$ cat src/rtl/fetch_mem_arbiter.sv
// Single-port memory arbiter between the fetch and memory stages: data wins,
// fetch starvation is bounded, and an in-flight fetch can be discarded on redirect.
module fetch_mem_arbiter #(
   parameter int AW         = 32,
   parameter int DW         = 32,
   parameter int STARVE_MAX = 4
) (
   input  logic              clk,
   input  logic              reset_n,
   input  logic              f_req,
   input  logic [AW-1:0]     f_addr,
   input  logic              f_flush,
   output logic [DW-1:0]     f_rdata,
   output logic              f_valid,
   output logic              f_stall,
   input  logic              d_req,
   input  logic              d_we,
   input  logic [AW-1:0]     d_addr,
   input  logic [DW-1:0]     d_wdata,
   input  logic [DW/8-1:0]   d_be,
   output logic [DW-1:0]     d_rdata,
   output logic              d_valid,
   output logic              d_stall,
   output logic              m_req,
   output logic              m_we,
   output logic [AW-1:0]     m_addr,
   output logic [DW-1:0]     m_wdata,
   output logic [DW/8-1:0]   m_be,
   input  logic              m_ack,
   input  logic [DW-1:0]     m_rdata
);

   localparam int CW = $clog2(STARVE_MAX + 1);
   localparam logic [CW-1:0] STARVE_TOP = CW'(STARVE_MAX);

   localparam logic [1:0] IDLE   = 2'd0;
   localparam logic [1:0] BUSY_F = 2'd1;
   localparam logic [1:0] BUSY_D = 2'd2;

   logic [1:0]       state_q, state_d;
   logic             m_we_q, m_we_d;
   logic [AW-1:0]    m_addr_q, m_addr_d;
   logic [DW-1:0]    m_wdata_q, m_wdata_d;
   logic [DW/8-1:0]  m_be_q, m_be_d;
   logic [CW-1:0]    starve_q, starve_d;
   logic             discard_q, discard_d;
   logic             grant_d, grant_f;

   always_comb begin
      grant_d = 1'b0;
      grant_f = 1'b0;
      if (state_q == IDLE) begin
         if (d_req && !(f_req && (starve_q == STARVE_TOP))) begin
            grant_d = 1'b1;
         end else if (f_req) begin
            grant_f = 1'b1;
         end
      end
   end

   always_comb begin
      state_d   = state_q;
      m_we_d    = m_we_q;
      m_addr_d  = m_addr_q;
      m_wdata_d = m_wdata_q;
      m_be_d    = m_be_q;
      starve_d  = starve_q;
      discard_d = discard_q;
      case (state_q)
         IDLE: begin
            if (grant_d) begin
               state_d   = BUSY_D;
               m_we_d    = d_we;
               m_addr_d  = d_addr;
               m_wdata_d = d_wdata;
               m_be_d    = d_be;
               if (f_req && (starve_q != STARVE_TOP)) starve_d = starve_q + 1'b1;
            end else if (grant_f) begin
               state_d   = BUSY_F;
               m_we_d    = 1'b0;
               m_addr_d  = f_addr;
               m_be_d    = '1;
               starve_d  = '0;
               discard_d = f_flush;
            end
         end
         BUSY_F: begin
            if (m_ack) begin
               state_d   = IDLE;
               discard_d = 1'b0;
            end else if (f_flush) begin
               discard_d = 1'b1;
            end
         end
         BUSY_D: begin
            if (m_ack) begin
               state_d   = IDLE;
               discard_d = 1'b0;
            end
         end
         default: begin
            state_d   = IDLE;
            discard_d = 1'b0;
         end
      endcase
   end

   always_ff @(posedge clk or negedge reset_n) begin
      if (!reset_n) begin
         state_q   <= IDLE;
         m_we_q    <= 1'b0;
         m_addr_q  <= '0;
         m_wdata_q <= '0;
         m_be_q    <= '0;
         starve_q  <= '0;
         discard_q <= 1'b0;
      end else begin
         state_q   <= state_d;
         m_we_q    <= m_we_d;
         m_addr_q  <= m_addr_d;
         m_wdata_q <= m_wdata_d;
         m_be_q    <= m_be_d;
         starve_q  <= starve_d;
         discard_q <= discard_d;
      end
   end

   assign m_req   = (state_q == BUSY_F) || (state_q == BUSY_D);
   assign m_we    = m_we_q;
   assign m_addr  = m_addr_q;
   assign m_wdata = m_wdata_q;
   assign m_be    = m_be_q;

   // A flush arriving together with the ack still kills the returning instruction.
   assign f_valid = (state_q == BUSY_F) && m_ack && !discard_q && !f_flush;
   assign d_valid = (state_q == BUSY_D) && m_ack;
   assign f_rdata = m_rdata;
   assign d_rdata = m_rdata;
   assign f_stall = f_req && !f_valid;
   assign d_stall = d_req && !d_valid;

endmodule

$ cat config.mk
export PLATFORM = sky130hd
export DESIGN_NAME = fetch_mem_arbiter
export DESIGN_NICKNAME = d
export VERILOG_FILES = /design/src/rtl/fetch_mem_arbiter.sv
export SDC_FILE = /design/constraint.sdc
export NUM_CORES = 1
export LEC_CHECK = 0
export CORE_AREA = 3 3 106 108
export CTS_CLUSTER_DIAMETER = 100
export DETAILED_ROUTE_END_ITERATION = 6
export DIE_AREA = 0 0 109 111
export DONT_BUFFER_PORTS = 1
export GPL_TIMING_DRIVEN = 0
export SLEW_MARGIN = 10
export SYNTH_ARGS = -nofsm -noshare
export SYNTH_HDL_FRONTEND = slang
export SYNTH_SLANG_ARGS = --single-unit
$ cat constraint.sdc
create_clock -name clk -period 2.6 [get_ports clk]
set_clock_uncertainty 0.05 [all_clocks]
set_input_delay 0.52 -clock clk [delete_from_list [all_inputs] [get_ports clk]]
set_output_delay 0.52 -clock clk [all_outputs]
set_load 0.05 [all_outputs]
== After elaboration in Yosys (flattened, before gate mapping) ==
Cells that the tools add are included.
Widths: inputs -> output; s select.

* Add/subtract/negate cells: 1
* Eq/ne operators: 11
* Multiplexer cells: 24
* Reductions and logical operators: 23

{| class="wikitable"
|+ Operators with widths
! cell !! number
|-
| $mux 32 || 2
|-
| $mux 1 || 12
|-
| $logic_and 1x1->1 || 9
|-
| $mux 3 || 3
|-
| $ne 3x3->1 const B || 3
|-
| $mux 4 || 2
|-
| $mux 2 || 3
|-
| $ne 2x2->1 const B || 3
|-
| $reduce_and 2->1 || 3
|-
| $logic_not 1->1 || 5
|-
| $ne 2x1->1 const B || 2
|-
| $pmux 2 s2 || 1
|-
| $reduce_and 4->1 || 1
|-
| $add 3x1->3 const B || 1
|-
| $eq 3x3->1 const B || 1
|-
| $pmux 1 s3 || 1
|-
| $reduce_and 3->1 || 1
|-
| $eq 2x1->1 const B || 1
|-
| $eq 2x2->1 const B || 1
|-
| $logic_not 2->1 || 1
|-
| $reduce_bool 2->1 || 1
|-
| $reduce_or 2->1 || 1
|-
| $logic_or 1x1->1 || 1
|}

* Bits in registers: 75
* Output and inout port bits: 138
* Word-level logic and storage cells: 66

== Depth between registers and ports, before layout ==
Gate-level depths: netlist (run 1).

* Depth after elaboration: 9
* Depth in mapped cells: 8
* Gate-level depth less buffers: 6

== Worst setup path before layout (run 1) ==
Ideal clock, no wire load.

* Path kind: register to output
* Start point: register state_q[0]
* End point: output port f_stall
* Arrival: 1812 ps
* Slack: 218 ps
* Stages on the path, launching flop included: 5
* Cell sequence: dfrtp_1 -> ha_1 -> nor2b_1 -> and3b_1 -> nor2b_1

* Cells in the longest elaborated chain, start to end: 6

{| class="wikitable"
|+ RTL lines
! what !! line !! text
|-
| from (decl) || 40 || <nowiki>logic [1:0] state_q, state_d;</nowiki>
|-
| from (signal assigned) || 118 || <nowiki>state_q <= state_d;</nowiki>
|-
| $eq 2x1->1 || 135 || <nowiki>assign f_valid = (state_q == BUSY_F) && m_ack && !discard_q && !f_flush;</nowiki>
|-
| $logic_and 1x1->1 (3 in a row) || 135 ||
|-
| named net f_valid || 14 || <nowiki>output logic f_valid,</nowiki>
|-
| $logic_not 1->1 || 139 || <nowiki>assign f_stall = f_req && !f_valid;</nowiki>
|-
| $logic_and 1x1->1 || 139 ||
|-
| to (decl) || 15 || <nowiki>output logic f_stall,</nowiki>
|}

The timed path passes the listed nets, and every way through them passes these cells.

== Worst setup path in the final report (run 1) ==
* Start point: register state_q[0]
* End point: output port d_stall

* Cells in the longest elaborated chain, start to end: 4

{| class="wikitable"
|+ RTL lines
! what !! line !! text
|-
| $eq 2x2->1 || 136 || <nowiki>assign d_valid = (state_q == BUSY_D) && m_ack;</nowiki>
|-
| $logic_and 1x1->1 || 136 ||
|-
| named net d_valid || 22 || <nowiki>output logic d_valid,</nowiki>
|-
| $logic_not 1->1 || 140 || <nowiki>assign d_stall = d_req && !d_valid;</nowiki>
|-
| $logic_and 1x1->1 || 140 ||
|-
| to (decl) || 23 || <nowiki>output logic d_stall,</nowiki>
|}

The timed path passes the listed nets, and every way through them passes these cells.

==> results of run 1 <==
[per-layer routing]
| metal | routed length (um) | up-vias |
|---|---|---|
| li1 | - | 1359 |
| met1 | 3730 | 1360 |
| met2 | 5380 | 194 |
| met3 | 1330 | 5 |
| met4 | 76 | 0 |
| met5 | 0 | - |
[per-stage QoR]
stage / power (mW) / setup WS [ns] / std cells / hold WS, ns
after floorplan: 5.49 / 0.218 / 441 / 0.174
after global placement: 5.96 / 0.105 / 577 / 0.177
after detailed placement: 6.04 / 0.104 / 577 / 0.176
after CTS: 7.08 / 0.0493 / 594 / 0.00924
after global routing: 7.43 / 0.0176 / 594 / 0.0186
final: 6.98 / 0.132 / 594 / 0.0115
[worst min path at each step]
stage	endpoint	slack (ns)	start
after floorplan	discard_q	0.17	reset_n
after global placement	m_wdata[22]	0.18	reset_n
after detailed placement	m_wdata[22]	0.18	reset_n
after CTS	m_wdata[22]	0.009	reset_n
after global routing	m_wdata[22]	0.02	reset_n
final	m_wdata[22]	0.01	reset_n
[logic make-up after synthesis]
| family | synth area share (%) |
|---|---|
| AND/OR/NAND/NOR | 22.6 |
| adder cells (fa/ha/maj) | 1.65 |
| flip-flops | 49.6 |
| buffers and inverters | 17.7 |
| AO/OA/AOI/OAI | 8.37 |
[registers in the layout, indices dropped and copies added (netlist names)]
name	count
m_we	1
m_addr	32
state_q	2
m_be	4
discard_q	1
m_wdata	32
starve_q	3
[cell usage after synthesis (2+ instances only)]
cell type | count | share of area [%]
a21oi_1 | 6 | 0.79
a31oi_1 | 33 | 5.5
buf_2 | 10 | 1.3
buf_4 | 69 | 14
buf_6 | 6 | 1.8
clkbuf_1 | 2 | 0.20
dfrtp_1 | 75 | 50
ha_1 | 5 | 1.7
inv_1 | 7 | 0.70
nand2_1 | 169 | 17
nand3_2 | 2 | 0.53
nor2_1 | 34 | 3.4
nor2b_1 | 4 | 0.66
o21ai_0 | 5 | 0.66
o22a_1 | 4 | 0.93
[what timing repair did]
| action | CTS | global route |
|---|---|---|
| endpoints found under the hold margin | 75 | 0 |
| hold buffers | 1 | 0 |
| gates resized for setup | 3 | 1 |
| cloned | 0 | 0 |
| endpoints found under the setup margin | 2 | 1 |
[final cells by class]
class                           instances  area, um2
Buffer                                 87        643
Clock buffer                            9        124
Clock inverter                          7        101
Fill cell                            1033       6110
Inverter                                7       26.3
Multi-Input combinational cell        272       1250
Sequential cell                        75       1880
Tap cell                              136        170
Timing Repair Buffer                    1       27.5
[cell usage in the layout (no fill, tap or decap), types with 2 or more instances in the layout]
master	n
o21ai_0	5
nand2_1	169
a31oi_1	33
inv_1	7
nand3_2	2
clkinvlp_4	2
a21oi_1	6
buf_6	6
clkbuf_8	9
ha_1	5
buf_4	69
nor2_1	34
dfrtp_1	75
o22a_1	4
clkbuf_1	2
buf_2	10
nor2b_1	2
bufinv_16	2
clkinv_4	2
[power by group through the flow]
stage | combinational (mW) | clock (mW) | sequential, mW
2_1_floorplan | 1.58 | 0 | 3.91
3_3_place_gp | 1.89 | 0 | 4.06
3_5_place_dp | 1.96 | 0 | 4.08
4_1_cts | 1.99 | 1.04 | 4.05
5_1_grt | 2.21 | 1.10 | 4.12
6_report | 1.94 | 1.00 | 4.03
[critical path: cells and delay by family (launching register included)]
| family | cells | cell delay [ns] |
|---|---|---|
| buffers and inverters | 1 | 0.07 |
| DFF | 1 | 0.38 |
| and+or+nand+nor | 2 | 0.89 |
| adders and majority gates | 1 | 0.22 |
==> out/metrics.yaml, run 1 <==
critical_path_class: "flip-flop to output pin"
cts_tree: "built"
outcome: "finished clean"
viasPerCell: 4.91
cts.sinks: 75
min_period_ns: 2.47
crit_chain: "inv_1 > ha_1 > and2_1 > nor2b_2"
stdcell_area_um2: 4220
cts_root_buffer: "clkbuf_8"
netlist_area_um2: 3780
via_count: 2918
synthArstFlopShare_pct: 100
cp-end-kind: "output pin"
detail_route.wl_per_cell_um: 17.7
numCtsBuffers: 9
drv_slew: 0
ys_warn_count: 0
crit_start: "state_q[0]"
startpoint_type: "flip-flop"
avgSynthCellArea_um2: 8.57
met2_usage_pct: 29.9
clkTransAtPathRegs_ns: 0.08
drt_first_iter_violations: 237
seq_area_frac_synth_pct: 49.6
clkLatencyLatePin_ns: 0.34
switchingPower_mw: 4.03
tightestPinTransition_ns: 0.568
htreeDepth: 3
period_share_pct: 94.9
clockBufferDepth: 2
die_width_um: 109
antenna_found_initial: 0
regToRegSetupSlack_ns: 0.71
worstReg2RegEnd: "m_addr[4]"
synth_nets: 585
combPwrFrac_pct: 27.8
fin_nets: 597
grt_pass1_wl_um: 15800
grt_overflow: 0
final_core_util_pct: 40.8
crit_fanout: 3
dieArea_um2: 12100
leakage_nw: 2.08
arrival_ns: 1.90
cp_slowest_stage_delay_ns: 0.55
slew_headroom_pct: 61.9
core.rowCount: 37
drt-total-wl_um: 10500
grt.total_usage_pct: 16.9
gp_congestion: 0.815
setup_viol: 0
peakVddDrop_uv: 588
synth_edf_count: 0
synthFlopType: "dfrtp_1"
diodes: 0
firstDrtPassIters: 4
cp_slowest_cell: "nor2b_2"
port_buffers: 0
core-area_um2: 10300
synth_seq_cells: 75
met1_usage_pct: 18.7
grt_setup_unrepaired: "false"
dpl.hpwl_um: 8200
post_cts_buffers: 0
r2r_start: "state_q[1]"
initial_core_util_pct: 36.6
synth_cell_type_count: 25
drive_gt1_share_pct: 23.6
switching_share_pct: 57.8
crit_required_ns: 2.03
grt_max_degree: 76
area_growth_syn_to_layout_pct: 11.5
worstRegToRegCells: 7
critPathCapture: "d_stall"
postPlaceCellArea_um2: 3950
intPower_mw: 2.94
use_met3_pct: 6.52
grt.busiest_layer: "met2"
drcViolationCount: 0
p_per_area_nw_per_um2: 1660
io_pins: 277
finalSetupTns_ns: 0
fmax_ghz: 0.405
hold_violations: 0
hp-class: "input port to async pin"
clkPwrFrac_pct: 14.4
cap_violations: 0
synth_cells: 441
grt_pass1_vias: 2975
p_seq_share_pct: 57.8
ant_nets: 0
die_y_um: 111
(Power assumes the default switching activity.)
==> inputs of run 2 (changes only) <==
==> constraint.sdc (replaced) <==
create_clock -name clk -period 2.67 [get_ports clk]
set_clock_uncertainty 0.05 [all_clocks]
set_input_delay 0.534 -clock clk [delete_from_list [all_inputs] [get_ports clk]]
set_output_delay 0.534 -clock clk [all_outputs]
set_load 0.05 [all_outputs]
==> run 2 against run 1 <==
Final area stayed put. Global-route usage stayed put. Critical path depth stayed put. Routed wire length is 0.23% higher. Highest routed layer unchanged. Combinational power is 2% lower. Via count is 0.14% higher. Non-clock buffer count stayed put. First-iteration DRC count is 0.42% lower. Largest power group unchanged. Hold slack better by 0.014 ns. Total power is 2.5% lower. Critical endpoint unchanged. Sequential share of layout area stayed put.
==> out/metrics.yaml, run 2 (synthesized netlist as in run 1, its figures left out) <==
arrival_ns: 1.90
startpoint_type: "flip-flop"
ant_nets: 0
initial_core_util_pct: 36.6
drcViolationCount: 0
grt_max_degree: 76
drt_first_iter_violations: 236
setup_viol: 0
dpl.hpwl_um: 8200
postPlaceCellArea_um2: 3950
fin_nets: 597
grt.total_usage_pct: 16.9
numCtsBuffers: 9
hold_violations: 0
firstDrtPassIters: 4
grt_pass1_vias: 2981
io_pins: 277
core.rowCount: 37
dieArea_um2: 12100
finalSetupTns_ns: 0
clkLatencyLatePin_ns: 0.34
clockBufferDepth: 2
critical_path_class: "flip-flop to output pin"
instances_no_fill: 594
core-area_um2: 10300
wl_met2_um: 5400
fmax_ghz: 0.402
hp-class: "input port to async pin"
slew_headroom_pct: 61.6
htreeDepth: 3
layout_common_cells: "169 x nand2_1, 75 x dfrtp_1, 69 x buf_4"
holdWs_ns: 0.0253
port_buffers: 0
clkTransAtPathRegs_ns: 0.08
p_per_area_nw_per_um2: 1610
grt_pass1_wl_um: 15800
final_common_cell: "nand2_1"
outcome: "finished clean"
diodes: 0
antenna_found_initial: 0
cts.sinks: 75
crit_fanout: 3
dp.cells: 577
grt_overflow: 0
area_growth_syn_to_layout_pct: 11.5
die_width_um: 109
cp-end-kind: "output pin"
cts_root_buffer: "clkbuf_8"
grt_setup_unrepaired: "false"
die_y_um: 111
drive_gt1_share_pct: 23.6
viasPerCell: 4.92
stdcell_area_um2: 4220
dr.max_layer_used: "met4"
period_share_pct: 93.1
peakVddDrop_uv: 572
drv_slew: 0
gp_congestion: 0.815
cap_violations: 0
dr_wl_met3_um: 1310
met1Wirelength_um: 3760
tightestPinTransition_ns: 0.575
detail_route.wl_per_cell_um: 17.7
leakage_nw: 2.08
via_count: 2922
cts_tree: "built"
drt-total-wl_um: 10500
crit_required_ns: 2.09
min_period_ns: 2.49
run 2: cell counts in the layout (fill, tap and decap cells not counted):
No cell type changed its count.
run 2: metrics by stage:
step / power [mW] / util (%) / setup WS [ns]
2_1_floorplan: 5.34 / - / 0.274
3_3_place_gp: 5.80 / 38.3 / 0.161
3_5_place_dp: 5.88 / 38.3 / 0.160
4_1_cts: 6.90 / 40.8 / 0.00687
5_1_grt: 7.24 / 40.8 / 0.0736
6_report: 6.80 / 40.8 / 0.184
run 2: final cells by class:
class                      count  area, um2
inverter                       7       26.3
timing repair buffer           1       27.5
tap                          136        170
clock inverter                 7        101
sequential                    75       1880
fill                        1033       6110
clock buffer                   9        124
buffer                        87        643
multi-input combinational    272       1250
run 2: final timing paths:
check | start | to | slack [ns] | depth (start not counted)
max in group asynchronous | reset_n | starve_q[1] | 2.24 | 1
setup reg to reg | state_q[1] | m_addr[19] | 0.76 | 7
setup / recovery | state_q[0] | d_stall | 0.18 | 4
hold / removal | reset_n | m_wdata[22] | 0.03 | 1
min in group clk | d_wdata[23] | m_wdata[23] | 0.24 | 2
hold reg to reg | starve_q[1] | starve_q[1] | 0.46 | 2
run 2: per-layer routing:
| layer | GRT usage, % | vias up |
|---|---|---|
| met2 | 29.9 | 190 |
| met4 | 4.04 | 0 |
| met1 | 18.8 | 1367 |
| li1 | - | 1360 |
| met3 | 6.35 | 5 |
| met5 | 0 | - |
run 2: power by group:
part	internal [mW]	leakage (nW)	switching, mW
logic	0.673	1.09	1.22
registers	1.66	0.883	2.27
clock network	0.533	0.106	0.446
total	2.87	2.08	3.93
run 2: repair_timing:
action                                  4_1_cts  5_1_grt
gates cloned                                  0        0
endpoints found under the setup margin        2        1
hold buffers                                  1        0
buffers inserted                              0        0
hold endpoints to repair                     75        0
resized for setup                             2        2
run 2: worst max-delay path, stage by stage, from the launching register on:
cell and delay [ns]:
dfrtp_1 0.38, inv_1 0.07, ha_1 0.22, and2_1 0.34, nor2b_2 0.55
==> inputs of run 3 (changes only) <==
--- a/config.mk
+++ b/config.mk
@@ -11,6 +11,8 @@
 export DIE_AREA = 0 0 109 111
 export DONT_BUFFER_PORTS = 1
 export GPL_TIMING_DRIVEN = 0
+export MAX_ROUTING_LAYER = met4
+export REMOVE_ABC_BUFFERS = 1
 export SLEW_MARGIN = 10
 export SYNTH_ARGS = -nofsm -noshare
 export SYNTH_HDL_FRONTEND = slang
==> run 3 against run 2 <==
Clock power down 3.3%. Non-clock buffer count down 86. First-iteration DRC count down 46%. Sequential power about the same. Routed wire length up 2.4%. Critical path type unchanged.
==> out/metrics.yaml, run 3 (synthesized netlist as in run 1, its figures left out) <==
final_core_util_pct: 34.7
dieArea_um2: 12100
dpl.hpwl_um: 7960
clockBufferDepth: 2
grt_pass1_vias: 2571
cap_violations: 0
cts_tree: "built"
cp_slowest_cell: "nor2b_2"
die_y_um: 111
layout_common_cells: "169 x nand2_1, 75 x dfrtp_1, 34 x nor2_1"
port_buffers: 0
diodes: 0
htreeDepth: 3
grt_setup_unrepaired: "false"
io_pins: 277
hp-class: "input port to async pin"
final_common_cell: "nand2_1"
grt_overflow: 0
grt_pass1_wl_um: 15400
crit_required_ns: 2.09
tightestPinTransition_ns: 0.787
antenna_found_initial: 0
clkTransAtPathRegs_ns: 0.09
clkLatencyLatePin_ns: 0.35
startpoint_type: "flip-flop"
nFillCells: 1074
drt_first_iter_violations: 128
die_width_um: 109
drt-total-wl_um: 10800
setup_viol: 0
leakage_nw: 1.67
slew_headroom_pct: 47.5
hold_violations: 0
ant_nets: 0
core-area_um2: 10300
arrival_ns: 1.97
via_count: 2605
cts.sinks: 75
drive_gt1_share_pct: 6.45
period_share_pct: 95.8
crit_chain: "inv_1 > ha_1 > nor2b_1 > and3b_1 > nor2b_2"
cp_slowest_stage_delay_ns: 0.53
numCtsBuffers: 9
critical_path_class: "flip-flop to output pin"
core.rowCount: 37
cp-end-kind: "output pin"
firstDrtPassIters: 4
viasPerCell: 5.13
fmax_ghz: 0.391
holdWs_ns: 0.00680
p_per_area_nw_per_um2: 1760
drv_slew: 0
outcome: "finished clean"
min_period_ns: 2.56
grt_max_degree: 76
area_growth_syn_to_layout_pct: -5.16
cts_root_buffer: "clkbuf_8"
gp_congestion: 0.760
fin_nets: 511
peakVddDrop_uv: 687
drcViolationCount: 0
crit_fanout: 3
initial_core_util_pct: 36.6
detail_route.wl_per_cell_um: 21.3
grt.total_usage_pct: 17.8
## run 3: cell count changes in the layout (fill, tap and decap cells not counted), moves of 2 or more
cell	delta
buf_4	-69
clkbuf_1	-2
clkinv_4	-2
buf_6	-6
buf_2	-10
clkinv_2	+2
## run 3: worst max-delay path: cells and delay by family (launching register included)
kind | cells | cell delay [ns]
AND/OR/NAND/NOR | 3 | 1.02
flip-flops | 1 | 0.37
adder cells (fa/ha/maj) | 1 | 0.18
buffers and inverters | 1 | 0.07
## run 3: layout make-up
cell class | instances | area (um2) | share of cell area [%]
clock inverters | 7 | 92.6 | 2.58
clock buffers | 9 | 124 | 3.45
multi-input cells | 272 | 1250 | 34.8
repair buffers | 2 | 47.5 | 1.33
well taps | 136 | 170 | 4.75
inverters | 7 | 26.3 | 0.733
flip-flops and latches | 75 | 1880 | 52.3
## run 3: metal layers
layer | track usage, % | share of wire (%)
met4 | 6.31 | 1.4
met1 | 21.0 | 41
met2 | 21.6 | 38
met3 | 15.3 | 20
met5 | - | 0
## run 3: metrics by stage
stage	cell area, um2	total power, mW	setup slack (ns)	setup TNS [ns]	std cells
after floorplan	3140	4.92	0.273	0	354
after global placement	3310	5.31	-0.357	-11.05	490
after detailed placement	3340	5.39	0.216	0	491
after CTS	3590	6.39	0.0795	0	508
after global routing	3590	6.71	0.0138	0	508
final	3590	6.30	0.112	0	508
## run 3: where the power goes
part | internal, mW | switching (mW)
registers | 1.66 | 2.28
logic | 0.496 | 0.924
clock network | 0.522 | 0.424
## run 3: final timing paths
| kind | start | endpoint | slack [ns] | depth (start not counted) |
|---|---|---|---|---|
| setup / recovery | state_q[1] | f_stall | 0.11 | 5 |
| hold / removal | reset_n | m_addr[5] | 0.007 | 1 |
| setup reg to reg | state_q[0] | m_be[2] | 0.48 | 4 |
| hold reg to reg | starve_q[0] | starve_q[0] | 0.49 | 1 |
| max in group asynchronous | reset_n | m_wdata[15] | 2.23 | 1 |
| min in group clk | d_wdata[2] | m_wdata[2] | 0.24 | 2 |
## run 3: what timing repair did
action,CTS,global route
resized for setup,2,0
endpoints found under the setup margin,2,0
endpoints found under the hold margin,75,0
setup buffers,0,0
hold buffers,1,0
